File: src/rtl/npu_pkg.sv
// Shared NPU definitions: default frame geometry, sample width and the
// pooling-stage FSM state encoding used by the conv/pool pipeline.
package npu_pkg;

    localparam int NPU_IN_WIDTH  = 30;
    localparam int NPU_IN_HEIGHT = 30;
    localparam int NPU_DATA_W    = 22;

    typedef logic [1:0] pool_state_t;

    localparam pool_state_t ST_IDLE = 2'd0;
    localparam pool_state_t ST_RUN  = 2'd1;
    localparam pool_state_t ST_DONE = 2'd2;

endpackage

File: src/rtl/max_cmp.sv
// Combinational signed maximum of two DATA_W-bit samples.
module max_cmp
    import npu_pkg::*;
#(
    parameter int DATA_W = NPU_DATA_W
) (
    input  logic signed [DATA_W-1:0] a,
    input  logic signed [DATA_W-1:0] b,
    output logic signed [DATA_W-1:0] y
);

    assign y = (a >= b) ? a : b;

endmodule

File: src/rtl/max_pool_2x2.sv
// 2x2 stride-2 signed max pooling over a raster-ordered conv result stream.
// Define MAX_POOL_RELU_EN to clamp negative samples to zero before pooling.
module max_pool_2x2
    import npu_pkg::*;
#(
    parameter int IN_WIDTH  = NPU_IN_WIDTH,
    parameter int IN_HEIGHT = NPU_IN_HEIGHT,
    parameter int DATA_W    = NPU_DATA_W
) (
    input  logic                     clk,
    input  logic                     rst,
    input  logic                     start_signal,
    input  logic signed [DATA_W-1:0] conv_in,
    input  logic                     conv_valid,
    output logic signed [DATA_W-1:0] pool_out,
    output logic                     pool_valid,
    output logic                     done_signal
);

    localparam int XW = (IN_WIDTH  > 1) ? $clog2(IN_WIDTH)  : 1;
    localparam int YW = (IN_HEIGHT > 1) ? $clog2(IN_HEIGHT) : 1;
    localparam int NB = (IN_WIDTH / 2 > 0) ? IN_WIDTH / 2 : 1;
    localparam int BW = (NB > 1) ? $clog2(NB) : 1;

    localparam logic [XW-1:0] X_LAST = XW'(IN_WIDTH - 1);
    localparam logic [YW-1:0] Y_LAST = YW'(IN_HEIGHT - 1);

    // An odd height leaves an unpaired final row that must not touch the buffer;
    // only an even/even frame has a result still in flight after the last sample.
    localparam bit TAIL_ROW      = (IN_HEIGHT % 2) != 0;
    localparam bit RESULT_AT_END = ((IN_WIDTH % 2) == 0) && ((IN_HEIGHT % 2) == 0);

    pool_state_t              state;
    logic [XW-1:0]            in_x;
    logic [YW-1:0]            in_y;
    logic signed [DATA_W-1:0] h_hold;
    logic signed [DATA_W-1:0] row_buf [NB];
    logic                     last_pending;

    logic signed [DATA_W-1:0] sample;
    logic signed [DATA_W-1:0] h_pair;
    logic signed [DATA_W-1:0] v_max;
    logic                     accept;
    logic                     last_sample;
    logic                     row_writable;
    logic [BW-1:0]            buf_idx;

`ifdef MAX_POOL_RELU_EN
    assign sample = conv_in[DATA_W-1] ? '0 : conv_in;
`else
    assign sample = conv_in;
`endif

    assign accept       = (state == ST_RUN) && conv_valid && !last_pending;
    assign last_sample  = (in_x == X_LAST) && (in_y == Y_LAST);
    assign row_writable = !(TAIL_ROW && (in_y == Y_LAST));
    assign buf_idx      = BW'(in_x >> 1);

    max_cmp #(.DATA_W(DATA_W)) u_h_max (
        .a (h_hold),
        .b (sample),
        .y (h_pair)
    );

    max_cmp #(.DATA_W(DATA_W)) u_v_max (
        .a (row_buf[buf_idx]),
        .b (h_pair),
        .y (v_max)
    );

    always_ff @(posedge clk) begin
        if (rst) begin
            state        <= ST_IDLE;
            in_x         <= '0;
            in_y         <= '0;
            h_hold       <= '0;
            pool_out     <= '0;
            pool_valid   <= 1'b0;
            last_pending <= 1'b0;
            for (int i = 0; i < NB; i++) begin
                row_buf[i] <= '0;
            end
        end else begin
            pool_valid <= 1'b0;
            case (state)
                ST_IDLE: begin
                    in_x         <= '0;
                    in_y         <= '0;
                    last_pending <= 1'b0;
                    if (start_signal) begin
                        state <= ST_RUN;
                    end
                end
                ST_RUN: begin
                    // Hold RUN one extra cycle so DONE follows the final pool_valid.
                    if (last_pending) begin
                        state <= ST_DONE;
                    end else if (accept) begin
                        if (!in_x[0]) begin
                            h_hold <= sample;
                        end else if (!in_y[0]) begin
                            if (row_writable) begin
                                row_buf[buf_idx] <= h_pair;
                            end
                        end else begin
                            pool_out   <= v_max;
                            pool_valid <= 1'b1;
                        end

                        if (in_x == X_LAST) begin
                            in_x <= '0;
                            in_y <= (in_y == Y_LAST) ? '0 : in_y + YW'(1);
                        end else begin
                            in_x <= in_x + XW'(1);
                        end

                        if (last_sample) begin
                            if (RESULT_AT_END) begin
                                last_pending <= 1'b1;
                            end else begin
                                state <= ST_DONE;
                            end
                        end
                    end
                end
                ST_DONE: begin
                    state <= ST_IDLE;
                end
                default: begin
                    state <= ST_IDLE;
                end
            endcase
        end
    end

    assign done_signal = (state == ST_DONE);

endmodule

File: config.mk
export PLATFORM = sky130hd
export DESIGN_NAME = max_pool_2x2
export DESIGN_NICKNAME = d
export VERILOG_FILES = /design/src/rtl/npu_pkg.sv /design/src/rtl/max_cmp.sv /design/src/rtl/max_pool_2x2.sv
export SDC_FILE = /design/constraint.sdc
export NUM_CORES = 1
export LEC_CHECK = 0
export ABC_AREA = 1
export CELL_PAD_IN_SITES_DETAIL_PLACEMENT = 1
export CELL_PAD_IN_SITES_GLOBAL_PLACEMENT = 1
export CORE_MARGIN = 1.5
export CORE_UTILIZATION = 54
export DETAILED_ROUTE_END_ITERATION = 8
export DONT_BUFFER_PORTS = 1
export GPL_ROUTABILITY_DRIVEN = 0
export PLACE_DENSITY_LB_ADDON = 0.12
export SLEW_MARGIN = 20
export SYNTH_ARGS = -nofsm -noshare
export SYNTH_HDL_FRONTEND = slang
export SYNTH_HIERARCHICAL = 1
export SYNTH_SLANG_ARGS = --single-unit
File: constraint.sdc
create_clock -name clk -period 6.4 [get_ports clk]
set_input_delay 1.28 -clock clk [delete_from_list [all_inputs] [get_ports clk]]
set_output_delay 1.28 -clock clk [all_outputs]
set_load 0.005 [all_outputs]
==> reports/summary.md <==
The run finished with clean final reports. Of the cells placed in the final design, the portion with a size suffix greater than 1 is 11.4%. The clock period could shrink to 5420 ps. At the pin with the least slew margin, the transition time is 1060 ps. Type of the tightest min-delay check: reg2reg. The floorplan row count is 72. The pre-CTS worst setup slack came out at 545 ps. Dividing the detail-routed wire length by the instance count gives 21.7 microns. The tools report the routed wire length as 59.1 mm. The count of pins over their slew limit is 0, and the power dissipated by switching net loads is 1630 uW. The tools report the type of element capturing the critical path as a flop. The count of endpoints failing hold in the final timing report came out at 0.

The floorplan step set the die width to 200 microns. Input and output buffers added on the ports amount to 0. Top achievable clock speed: 184 MHz. The global-route wire length before repair was 93.4 mm. The tools report the combinational power share as 9.6%.

The logs give 0 for the post-route antenna net violation count and 4940 uW for the internal power consumption. The run gives 16900 as the number of global-route vias before repair. The max-cap check violation count is 0. TritonCTS built the clock tree.

Dividing the detail-routed via count by the number of cells gives 5.79. The tree is rooted in a clkbuf_16. Clock-pin slew was measured on the worst setup and hold paths at 60 ps. Including well taps, the total number of placed cells is 2634.

The number of nets handed over by synthesis was 2309. The startpoint kind of the worst setup timing path was a primary input. The maximum number of buffers from clock root to sink is 3, and the maximum number of pins on one net before global-route repair is 148.

Critical setup path kind: in2reg. Setup fix buffers added after clock tree synthesis: 0. At the worst endpoint, the required time is 6900 ps.

Counting flops and latches in the post-synthesis netlist gives 414. Setup violations remaining at the end of the flow were counted as 0. The count of cells in the finished layout, fillers not included, comes to 2717. 0 antenna diodes ended up in the layout. STA puts the critical path data arrival time at 5920 ps. From bottom edge to top edge, the die measures 200 microns. Net switching is 24.8% of the power. The synthesized netlist occupies a cell area of 21000 sq um. The final critical path takes up 84.7% of the cycle.

The maximum level of the CTS H-tree came out at 2. Count of warnings emitted by yosys: 6. For the overall global routing resource usage, the log shows 29.8%.

The normalized max-slew margin is 28.9%. The iteration-0 DRC count of the detailed router is 1113, and the DRC violation count after routing is 0. The logs give 26.3 ps for the final clock skew and 0 for the post-cts repair resize count.

In this run, the clock network consumes 43.8% of the power. Worst path setup slack after routing: 977 ps. TritonCTS created 45 clock buffers. The sequential power share was 46.5%; the overall die area was 40000 sq um. The initial antenna violation count is 0. The clock drives 414 sinks. Pin placement for this block handled 50 I/O pins. The total congestion overflow is 0, and the floorplan core area is 38500 sq um.

Of the synthesized area, sequential elements account for 56.3%. After synthesis, the netlist uses 33 different library cells. In this run the worst path has a maximum fanout of 23. The number of detailed-routing iterations run before antenna repair came out at 5.

Setup repair after global routing left no endpoint under its margin. The hold buffer count at cts came out at 0. Counting every instance in the synthesized netlist gives 2235.

In this run the power density over the cells is 287 nW/um^2. The tightest hold path in the finished design has a slack of 526 ps. For this configuration, the core starts out at a cell density of 54.5%. The clock reaches the later pin of the worst-skew pair after 580 ps. Total negative slack: 0 ps. For the maximum vdd ir drop, the log shows 172 uV. The via total after detailed routing was 15700. After synthesis, the mean cell area works out to 9.39 sq um. Compared with the post-synthesis result, the final layout area differs by 9.09%.

The wire-length estimate of the detail-placed layout is 37.6 mm. Summed over all cells, the static leakage comes to 0.00928 uW. The run gives 2237 as the total number of nets in the final design.
==> routing by layer <==
| metal | GRT usage, % | wire length (microns) | vias up | share of wire, % |
|---|---|---|---|---|
| li1 | - | - | 7275 | - |
| met2 | 52.5 | 30200 | 386 | 51 |
| met4 | 11.7 | 1960 | 0 | 3.3 |
| met1 | 37.7 | 24500 | 7951 | 41 |
| met3 | 3.29 | 2460 | 111 | 4.2 |
| met5 | 0 | 0 | - | 0 |
==> synthesized netlist by cell type, drive strengths merged <==
cell	count	area, sq um
a21o	2	15.0
a21oi	76	380
buf	67	388
clkbuf	90	338
clkinv	3	11.3
dfxtp	62	1240
edfxtp	352	10600
ha	48	601
inv	287	1080
nand2	337	1740
nand3	163	936
nand4	53	380
nor2	461	1830
nor3	5	25.0
nor4	1	6.26
o211ai	117	878
o21a	1	7.51
o21ai	107	536
xnor2	1	8.76
xor2	2	17.5
==> state kept, by name, summed over array words and instances, names as in the netlist, named ones only <==
register / flops
last_pending: 1
pool_valid: 1
in_x: 5
in_y: 5
row_buf: 352
state: 2
pool_out: 22
h_hold: 22
==> power by group through the flow <==
stage               Clock, uW  Combinational, uW  Sequential (uW)
detailed placement          0                625             3120
CTS                      2910                634             3060
floorplan                   0                484             3100
finish                   2880                634             3060
global route             3000                697             3070
global placement            0                602             3110
==> stage by stage <==
step                total power, uW  util [%]  instance area [sq um]
finish                         6580      59.5                  22900
global route                   6760      59.5                  22900
CTS                            6610      59.5                  22900
detailed placement             3740      55.3                  21300
global placement               3710      55.2                  21300
floorplan                      3590         -                  21000
==> worst max-delay path, cell delays in order <==
cell,delay [ps]
inv_1,20
ha_1,340
nand2_2,120
nor2_4,60
nand2_1,80
nand3_2,80
nor2_2,190
nand3_2,100
nand2_2,380
nand3_4,410
nand2_1,160
nand2_1,140
inv_1,90
ha_1,310
nand2_2,130
nor2_4,60
nand2_1,90
nand3_2,70
nor2_2,270
nand4_4,430
nand3_4,190
buf_4,510
nand2_4,70
nand2_2,100
nor2_1,50
nor2_1,160
==> logic make-up after synthesis <==
group           share of synthesized area (%)
compound gates                           8.66
xor+xnor                                0.125
fa+ha+maj                                2.86
buf+inv                                  8.65
flops                                    56.3
simple gates                             23.4
==> cell usage in the layout, fill, tap and decap left out, types with 2 or more instances in the layout <==
cell,instances
inv_6,2
clkinv_2,4
clkinvlp_4,2
buf_12,4
nand4_2,3
ha_1,48
clkbuf_1,9
buf_4,34
a21o_1,2
dfxtp_1,59
inv_2,2
nand3_4,4
inv_1,284
xor2_1,2
nand3_2,14
clkbuf_16,46
dfxtp_4,2
clkinv_1,12
nand4_4,2
a21oi_1,76
nand2_2,53
nor2_4,6
nor2_2,8
o211ai_1,117
nand2_4,48
nor2_1,445
nand4_1,48
o21ai_0,107
nand3_1,145
edfxtp_1,352
nand2_1,236
nor2_8,2
nor3_1,5
bufinv_16,11
==> final cells by class <==
| class | count | area [sq um] |
|---|---|---|
| fillers | 4309 | 15600 |
| flip-flops and latches | 414 | 11800 |
| multi-input cells | 1374 | 7380 |
| clock buffers | 56 | 1200 |
| inverters | 290 | 1090 |
| well taps | 518 | 648 |
| clock inverters | 27 | 413 |
| repair buffers | 38 | 335 |
==> final timing paths <==
check	from	endpoint	slack, ps	cells past startpoint
max reg2reg	h_hold[19]	pool_out[10]	1280	25
min	in_y[2]	in_y[2]	530	2
max	conv_in[21]	pool_out[10]	980	26
min reg2reg	in_y[2]	in_y[2]	530	2
(Power assumes the default switching activity.)
